`src/rtl/fifo_uart_pkg.sv`:
```
// Shared definitions for the FIFO-draining UART transmitter.
package fifo_uart_pkg;

  typedef enum logic [2:0] {
    IDLE  = 3'd0,
    POP   = 3'd1,
    LOAD  = 3'd2,
    START = 3'd3,
    DATA  = 3'd4,
    STOP  = 3'd5
  } uart_state_t;

  // Start and stop bits wrapped around every data word.
  localparam int unsigned FRAME_OVERHEAD_BITS = 2;

  // Serial bit periods in one frame for a given data width.
  function automatic int unsigned frame_bits(input int unsigned width);
    return width + FRAME_OVERHEAD_BITS;
  endfunction

endpackage

```
`src/rtl/uart_bit_timer.sv`:
```
// Baud divider: free-running 0..CLKS_PER_BIT-1 counter, restarted by clear.
module uart_bit_timer
  import fifo_uart_pkg::*;
#(
  parameter int unsigned CLKS_PER_BIT = 16
) (
  input  logic clk,
  input  logic rst,
  input  logic clear,
  output logic bit_tick
);

  localparam int unsigned CW = $clog2(CLKS_PER_BIT);
  localparam logic [CW-1:0] LAST_CNT = CW'(CLKS_PER_BIT - 1);

  logic [CW-1:0] cnt;

  assign bit_tick = (cnt == LAST_CNT);

  // Count clock cycles within the current bit period.
  always_ff @(posedge clk) begin
    if (rst || clear || bit_tick) cnt <= '0;
    else                          cnt <= cnt + CW'(1);
  end

endmodule

```
`src/rtl/fifo_uart_tx.sv`:
```
// Pops words from a synchronous FIFO and sends each as an 8N1-style frame.
module fifo_uart_tx
  import fifo_uart_pkg::*;
#(
  parameter int unsigned WIDTH        = 8,
  parameter int unsigned CLKS_PER_BIT = 16
) (
  input  logic             clk,
  input  logic             rst,
  input  logic             enable,
  input  logic             fifo_empty,
  input  logic [WIDTH-1:0] fifo_rd_data,
  output logic             fifo_rd_en,
  output logic             tx,
  output logic             busy,
  output logic             frame_done,
  output logic [15:0]      frame_cnt
);

  localparam int unsigned BW = $clog2(WIDTH) + 1;
  localparam logic [BW-1:0] LAST_BIT = BW'(WIDTH - 1);

  uart_state_t      state, state_d;
  logic [WIDTH-1:0] shift_q, shift_d;
  logic [BW-1:0]    bit_q, bit_d;
  logic             tx_d;
  logic             bit_tick;

  uart_bit_timer #(
    .CLKS_PER_BIT(CLKS_PER_BIT)
  ) u_timer (
    .clk     (clk),
    .rst     (rst),
    .clear   (state_d != state),
    .bit_tick(bit_tick)
  );

  assign fifo_rd_en = (state == POP);
  assign busy       = (state != IDLE);

  // Next-state, shift/bit bookkeeping and the value tx takes next cycle.
  always_comb begin
    state_d    = state;
    shift_d    = shift_q;
    bit_d      = bit_q;
    frame_done = 1'b0;
    case (state)
      IDLE:  if (enable && !fifo_empty) state_d = POP;
      POP:   state_d = LOAD;
      LOAD: begin
        state_d = START;
        shift_d = fifo_rd_data;
        bit_d   = '0;
      end
      START: if (bit_tick) state_d = DATA;
      DATA: begin
        if (bit_tick) begin
          shift_d = shift_q >> 1;
          if (bit_q == LAST_BIT) state_d = STOP;
          else                   bit_d   = bit_q + BW'(1);
        end
      end
      STOP: begin
        if (bit_tick) begin
          frame_done = 1'b1;
          state_d    = (enable && !fifo_empty) ? POP : IDLE;
        end
      end
      default: state_d = IDLE;
    endcase
    // tx is registered from the upcoming state so it lines up with the state register.
    case (state_d)
      START:   tx_d = 1'b0;
      DATA:    tx_d = shift_d[0];
      default: tx_d = 1'b1;
    endcase
  end

  // State register, datapath registers and frame counter.
  always_ff @(posedge clk) begin
    if (rst) begin
      state     <= IDLE;
      shift_q   <= '0;
      bit_q     <= '0;
      tx        <= 1'b1;
      frame_cnt <= '0;
    end else begin
      state   <= state_d;
      shift_q <= shift_d;
      bit_q   <= bit_d;
      tx      <= tx_d;
      if (frame_done) frame_cnt <= frame_cnt + 16'd1;
    end
  end

endmodule

```
`config.mk`:
```
export PLATFORM = sky130hd
export DESIGN_NAME = fifo_uart_tx
export DESIGN_NICKNAME = d
export VERILOG_FILES = /design/src/rtl/fifo_uart_pkg.sv /design/src/rtl/uart_bit_timer.sv /design/src/rtl/fifo_uart_tx.sv
export SDC_FILE = /design/constraint.sdc
export NUM_CORES = 1
export LEC_CHECK = 0
export ABC_AREA = 1
export CAP_MARGIN = 20
export CORE_AREA = 2 2 74 76
export DETAILED_ROUTE_END_ITERATION = 7
export DIE_AREA = 0 0 76 78
export PLACE_DENSITY = 0.68
export SLEW_MARGIN = 0
export SYNTH_ARGS = -nofsm -noshare
export SYNTH_HDL_FRONTEND = slang
export SYNTH_SLANG_ARGS = --single-unit
```
`constraint.sdc`:
```
create_clock -name clk -period 3.5 [get_ports clk]
set_input_delay 0.7 -clock clk [delete_from_list [all_inputs] [get_ports clk]]
set_output_delay 0.7 -clock clk [all_outputs]
set_load 0.005 [all_outputs]
```
; After elaboration in Yosys (flattened, before gate mapping)
; Cells that the tools add are included.
[word_totals]
out_inout_bits = 20
regBits = 36
input_bits = 12
word_cells = 46
[classes]
eq_ne = 12
n_reduce_logical = 9
addsub = 3
n_mux = 15
[ops]
columns = op, count
row1 = $pmux 3 s6, 1
row2 = $add 16x1->16 const B, 1
row3 = $pmux 8 s2, 1
row4 = $mux 3, 5
row5 = $eq 3x2->1 const B, 3
row6 = $eq 3x3->1 const B, 3
row7 = $add 4x1->4 const B, 2
row8 = $mux 4, 2
row9 = $mux 8, 1
row10 = $pmux 4 s2, 1
row11 = $eq 4x3->1 const B, 1
row12 = $eq 4x4->1 const B, 1
row13 = $eq 3x1->1 const B, 1
row14 = $logic_not 3->1, 1
row15 = $mux 1, 3
row16 = $ne 3x3->1, 1
row17 = $reduce_and 3->1, 1
row18 = $reduce_bool 3->1, 1
row19 = $logic_or 1x1->1, 2
row20 = $ne 2x1->1 const B, 1
row21 = $ne 2x2->1 const B, 1
row22 = $pmux 1 s2, 1
row23 = $reduce_and 2->1, 1
row24 = $reduce_bool 2->1, 1
row25 = other kinds (2), 2

; Logic depth before layout (Yosys ltp)
; Gate-level depths: netlist (run 1).
[logic_depth]
ltp_word = 8
ltp_mapped = 10
mapped_depth_nobuf = 10

; Hierarchy
; From an unflattened synthesis (run 1), not the netlist that was laid out.
[hier_totals]
hier_cells = 278
hier_area_um2 = 1881.8
[by_module_without_submodules]
columns = mod, cells_per_inst, instances, area_each_um2, seq_area_each_um2
row1 = fifo_uart_tx, 259, 1, 1715.4, 640.6
row2 = uart_bit_timer, 19, 1, 166.4, 80.1

; Worst setup path before layout (run 1)
; No wires, ideal clock.
[synth_timing]
path_type = register to output
startpoint = reg u_timer.cnt[0]
endpoint = out frame_done
n_path_buf = 1
required_time_ps = 2800
slack_ps = 1698
path_stages_with_launch = 5
t_arrival_ps = 1102
cell_sequence = dfxtp_1 ha_1 nand3_4 nor2_8 buf_4
[synth_via]
elab_chain_len = 3
[synth_lines]
columns = item, line
row1 = "start, declared", uart_bit_timer.sv:16  ; logic [CW-1:0] cnt;
row2 = "start signal, assigned", uart_bit_timer.sv:23  ; else cnt <= cnt + CW'(1);
row3 = $eq 4x4->1, uart_bit_timer.sv:18  ; assign bit_tick = (cnt == LAST_CNT);
row4 = $mux 1, fifo_uart_tx.sv:64  ; if (bit_tick) begin
row5 = $mux 1, fifo_uart_tx.sv:47  ; case (state)
row6 = "end, declared", fifo_uart_tx.sv:16  ; output logic frame_done,
; No other way between the ends.

; Final worst setup path (run 1)
; Ends and elaborated chain as after synthesis.

==> results.json, run 1 <==
{
  "rows": 26,
  "cp_cell_sequence": "ha_1 -> nand3_4 -> nor2_8 -> clkdlybuf4s50_1",
  "clockRootBuffer": "clkbuf_8",
  "syn-instance-count": 268,
  "die_height_um": 78,
  "grt_pass1_wl_mm": 6.900,
  "synth_top_flop_cell": "dfxtp_1",
  "drc": 0,
  "drive_gt1_share_pct": 6.250,
  "tightest_slew_ns": 0.5109,
  "cts_tree": "yes",
  "wire_per_inst_um": 10.70,
  "crit_buf_inv": 1,
  "tns_ns": 0,
  "slew_viol_final": 0,
  "route.vias.total": 1740,
  "cp_top_family": "buffers and inverters",
  "critPathCaptureType": "output port",
  "synth_top_area_share_pct": 38.87,
  "cp_slowest_cell": "clkdlybuf4s50_1",
  "first_global_vias": 1649,
  "die_w_um": 76,
  "cts_setup_buffers": 0,
  "fin_nets": 318,
  "grt.overflow.total": 0,
  "path_class": "reg -> out",
  "final.min_clock_period_ns": 2.658,
  "p_leak_nw": 0.9439,
  "period_share_pct": 75.95,
  "ir_drop_mv": 0.1332,
  "grt_usage_pct": 14.03,
  "numCtsBuffers": 5,
  "crit_required_ns": 2.80,
  "cts_resized": 0,
  "mostFrequentLayoutCells": "71 x nand2_1, 39 x nor2_1, 36 x dfxtp_1, 31 x clkdlybuf4s50_1, 28 x inv_1",
  "hold_viol_final": 0,
  "synthXorXnorAreaFrac_pct": 3.779,
  "wirelength_mm": 4.001,
  "grt_setup_unrepaired": "no",
  "insertion_delay_ns": 0.28,
  "die_area_um2": 5928,
  "finalClockSkew_ns": 0.006087,
  "crit_fanout": 19,
  "dr.pass1.iters": 4,
  "initialDrtViolationCount": 55,
  "ant_nets": 0,
  "cts.reportedPaths.clkPinSlew_ns": 0.07,
  "synth_compound_area_share_pct": 14.10,
  "start_kind": "flop",
  "power_uw": 806.4,
  "clockBufferDepth": 2,
  "status": "complete, no violations",
  "synth_area_leaders": "dfxtp_1 39%, nand2_1 14%, nor2_1 7.9%",
  "place_congestion": 0.8799,
  "synth.net_count": 283,
  "ys_seq_area_share_pct": 38.87,
  "stdcell_count": 374,
  "antenna_cells": 0,
  "synthMuxAreaShare_pct": 0,
  "synth_top_family_by_area": "simple AND/OR/NAND/NOR gates",
  "ys_types": 26,
  "synth_edf_count": 0,
  "slew_headroom_pct": 65.68,
  "yosysWarningCount": 0,
  "start_util_pct": 36.77,
  "crit_arrival_ns": 1.96,
  "syn_to_final_growth_pct": 25.71,
  "final_common_cell": "nand2_1",
  "cpPeakStageDelay_ns": 0.56,
  "h-tree-depth": 2,
  "antenna_found_initial": 0,
  "io_buffer_count": 31,
  "setup_viol": 0,
  "cap_violations": 0,
  "synthesis.area_um2": 1854,
  "place_inst": 366,
  "avgSynthCellArea_um2": 6.919,
  "synthAdderAreaFrac_pct": 2.024,
  "fin_util_pct": 46.23,
  "hold_slack_ns": 0.4464,
  "post-dp-hpwl_mm": 2.902,
  "power_density_nw_per_um2": 346.0,
  "yosysTopAreaCell": "dfxtp_1",
  "synthArstFlopShare_pct": 0,
  "numClockSinks": 36,
  "clock.fmax_mhz": 376.2,
  "yosys_register_bits": 36,
  "grt_max_degree": 24,
  "synth-simple-area-share_pct": 33.87,
  "fp.coreArea_um2": 5042,
  "ctsHoldBuffers": 0,
  "hold_path_class": "reg -> reg",
  "vias_per_cell": 4.652,
  "io_pins": 32
}
[cell usage after synthesis, drive strengths merged, types with 4 or more instances]
| cell type | n |
|---|---|
| nand2 | 73 |
| nor2 | 45 |
| dfxtp | 36 |
| inv | 30 |
| a21oi | 26 |
| nand3 | 16 |
| o21ai | 15 |
| a22oi | 6 |
| xnor2 | 4 |
| xor2 | 4 |
[cell families (layout without fill, tap and decap cells)]
logic type / Yosys count / in the layout
AOI/OAI and AO/OA: 48 / 48
xor gates and xnor gates: 8 / 8
adders and majority gates: 3 / 3
buffers and inverters: 34 / 70
DFF: 36 / 36
and+or+nand+nor: 139 / 139
[power by group]
group	internal (mW)	switching, mW
logic	0.0342	0.0408
registers	0.421	0.00788
clock network	0.161	0.142
[metrics by stage]
| step | instance area, µm² | setup slack [ns] |
|---|---|---|
| finish | 2331 | 0.8416 |
| global route | 2331 | 0.7124 |
| CTS | 2331 | 0.8146 |
| detailed placement | 2241 | 1.139 |
| global placement | 2241 | 1.156 |
| floorplan | 1854 | 1.698 |
[worst paths after layout]
path	from	end	slack (ns)	cells past startpoint
min	u_timer.cnt[0]	u_timer.cnt[0]	0.45	1
max	u_timer.cnt[0]	frame_done	0.84	4
min reg2reg	u_timer.cnt[0]	u_timer.cnt[0]	0.45	1
max reg2reg	u_timer.cnt[0]	frame_cnt[9]	1.84	6
[layer usage]
layer / up-vias / wire length (µm) / GRT usage (%)
li1: 923 / - / -
met3: 5 / 215 / 3.605
met2: 43 / 1782 / 24.02
met1: 769 / 1965 / 16.99
met5: - / 0 / 0
met4: 0 / 38 / 5.273
[layout make-up]
type | count | area (µm²)
fillers | 521 | 2711
repair buffers | 32 | 317.8
inverters | 30 | 117.6
well taps | 70 | 87.58
flip-flops and latches | 36 | 720.7
multi-input cells | 198 | 997.2
clock buffers | 8 | 90.09
[state kept, by name, indices dropped and copies added (netlist names)]
signal and cells:
frame_cnt 16, shift_q 8, bit_q 4, u_timer.cnt 4, state 3, tx 1
Note: power is estimated with default switching activity, not from simulation.
==> run 2, diff against run 1 <==
- PLACE_DENSITY: 0.68 -> 0.71
- clock period: 3.5 -> 2.2 ns (I/O delays scaled with it)
==> run 2 against run 1 <==
Net effect:
- cell area increased by 2.2%
- largest cell class unchanged
- die area unchanged
- register-to-register slack got worse by 1.3 ns
- sequential power increased by 59%
- highest routed layer unchanged
- final cell count increased by 0.80%
- clock power increased by 95%
- sequential share of layout area decreased by 0.67 points
- largest power group unchanged
==> results.json, run 2 (synthesis results as in run 1) <==
{
  "ff2ff_setup_slack_ns": 0.53,
  "cp_slowest_cell": "clkdlybuf4s50_1",
  "use_met2_pct": 22.86,
  "r2r_cells": 9,
  "grt_usage_pct": 14.95,
  "grt_pass1_wl_mm": 7.231,
  "slew_headroom_pct": 78.28,
  "hold_depth": 1,
  "crit_arrival_ns": 1.68,
  "ir_drop_mv": 0.3089,
  "ant_nets": 0,
  "h-tree-depth": 2,
  "period_share_pct": 96.15,
  "fin_nets": 321,
  "clock.fmax_mhz": 472.8,
  "globalRouteMet1Util_pct": 19.59,
  "rows": 26,
  "cts.reportedPaths.clkPinSlew_ns": 0.08,
  "drive_gt1_share_pct": 8.469,
  "rr_endpoint": "bit_q[0]",
  "crit_buf_inv": 1,
  "dr.pass1.iters": 4,
  "met3_usage_pct": 5.349,
  "final_common_cell": "nand2_1",
  "start_kind": "flop",
  "antenna_cells": 0,
  "power_density_nw_per_um2": 585.7,
  "insertion_delay_ns": 0.29,
  "crit_required_ns": 1.76,
  "crit_fanout": 3,
  "post-dp-hpwl_mm": 2.940,
  "grt_max_degree": 23,
  "initialDrtViolationCount": 117,
  "cts_tree": "yes",
  "cpPeakStageDelay_ns": 0.51,
  "final.min_clock_period_ns": 2.115,
  "syn_to_final_growth_pct": 28.47,
  "regMostFlops": "frame_cnt",
  "fp.coreArea_um2": 5042,
  "drc": 0,
  "io_pins": 32,
  "grt_setup_unrepaired": "no",
  "fin_ws_ns": 0.08480,
  "grt.overflow.total": 0,
  "die_w_um": 76,
  "mostFrequentLayoutCells": "71 x nand2_1, 39 x nor2_1, 36 x dfxtp_1, 31 x clkdlybuf4s50_1, 28 x inv_1",
  "cp_cell_sequence": "ha_2 -> nand3_4 -> nor2_8 -> clkdlybuf4s50_1",
  "largest_reg_flops": 16,
  "die_area_um2": 5928,
  "start_util_pct": 36.77,
  "numClockSinks": 36,
  "min_to": "u_timer.cnt[0]",
  "die_height_um": 78,
  "cap_violations": 0,
  "p_leak_nw": 0.9684,
  "clockBufferDepth": 2,
  "slew_viol_final": 0,
  "setup_viol": 0,
  "path_class": "reg -> out",
  "cp_top_family": "buffers and inverters",
  "status": "complete, no violations",
  "fin_util_pct": 47.25,
  "tns_ns": 0,
  "vias_per_cell": 4.615,
  "hold_path_class": "reg -> reg",
  "dpl_worst_slack_ns": 0.2739,
  "wirelength_mm": 4.235,
  "clockRootBuffer": "clkbuf_8",
  "hold_viol_final": 0,
  "antenna_found_initial": 0,
  "wire_per_inst_um": 11.23,
  "critPathCaptureType": "output port",
  "finalClockSkew_ns": 0.007566,
  "r2r_start": "u_timer.cnt[0]",
  "gr-max-usage-layer": "met2",
  "ctsHoldBuffers": 0,
  "min-delay-start": "u_timer.cnt[0]",
  "first_global_vias": 1588,
  "numCtsBuffers": 5,
  "place_congestion": 0.8114,
  "hold_slack_ns": 0.4635,
  "reg_top3": "frame_cnt (16), shift_q (8)",
  "route.vias.total": 1740,
  "tightest_slew_ns": 0.3246,
  "io_buffer_count": 31
}
==> run 2: cell type report <==
cell class                      count  area, µm²
Inverter                           30      117.6
Multi-Input combinational cell    198       1005
Timing Repair Buffer               35      340.3
Fill cell                         523       2660
Sequential cell                    36      720.7
Tap cell                           70      87.58
Clock inverter                      3      42.54
Clock buffer                        5      68.82
==> run 2: worst reg2reg max path, cell delays in order (launching register included) <==
cell     delay [ns]
dfxtp_1        0.37
ha_2           0.24
nand3_4        0.12
buf_4          0.20
nor2_8         0.17
nor2_4         0.09
nor2_4         0.13
inv_1          0.10
nor2_1         0.10
nor2_1         0.05
==> run 2: metal layers <==
layer | up-vias | routed length, µm
met2 | 40 | 1887
met4 | 0 | 34
met5 | - | 0
met1 | 766 | 2076
li1 | 930 | -
met3 | 4 | 236
==> run 2: worst max-delay path by stage <==
stage	from	to	slack, ns	cells after the start
after floorplan	u_timer.cnt[0]	frame_done	0.66	4
after detailed placement	u_timer.cnt[0]	frame_done	0.27	4
final	u_timer.cnt[0]	frame_done	0.08	4
after global routing	u_timer.cnt[0]	frame_done	0.01	4
after global placement	u_timer.cnt[0]	frame_done	0.31	4
after CTS	state[0]	fifo_rd_en	0.02	3
==> run 2: power by group <==
part	switching (mW)	total [mW]	internal [mW]
sequential	0.0136	0.683	0.670
clock	0.254	0.590	0.335
combinational	0.0663	0.122	0.0562
total	0.334	1.40	1.06
==> run 2: per-stage QoR <==
stage	cells	area, µm²	total power [mW]
floorplan	268	1854	0.7672
global route	377	2382	1.457
CTS	377	2377	1.408
detailed placement	368	2256	0.8183
finish	377	2382	1.395
global placement	368	2256	0.8167
==> run 2: timing repair <==
item	CTS	global route
resized for setup	1	1
pin swaps	1	0
endpoints found under the setup margin	1	1
setup buffers	1	0
==> run 3, diff against run 2 <==
- CTS_CLUSTER_SIZE: not set -> 10
- SLEW_MARGIN: 0 -> 30
==> results of run 3 <==
No change in the layout: final DEF, timing and power equal those of run 2.
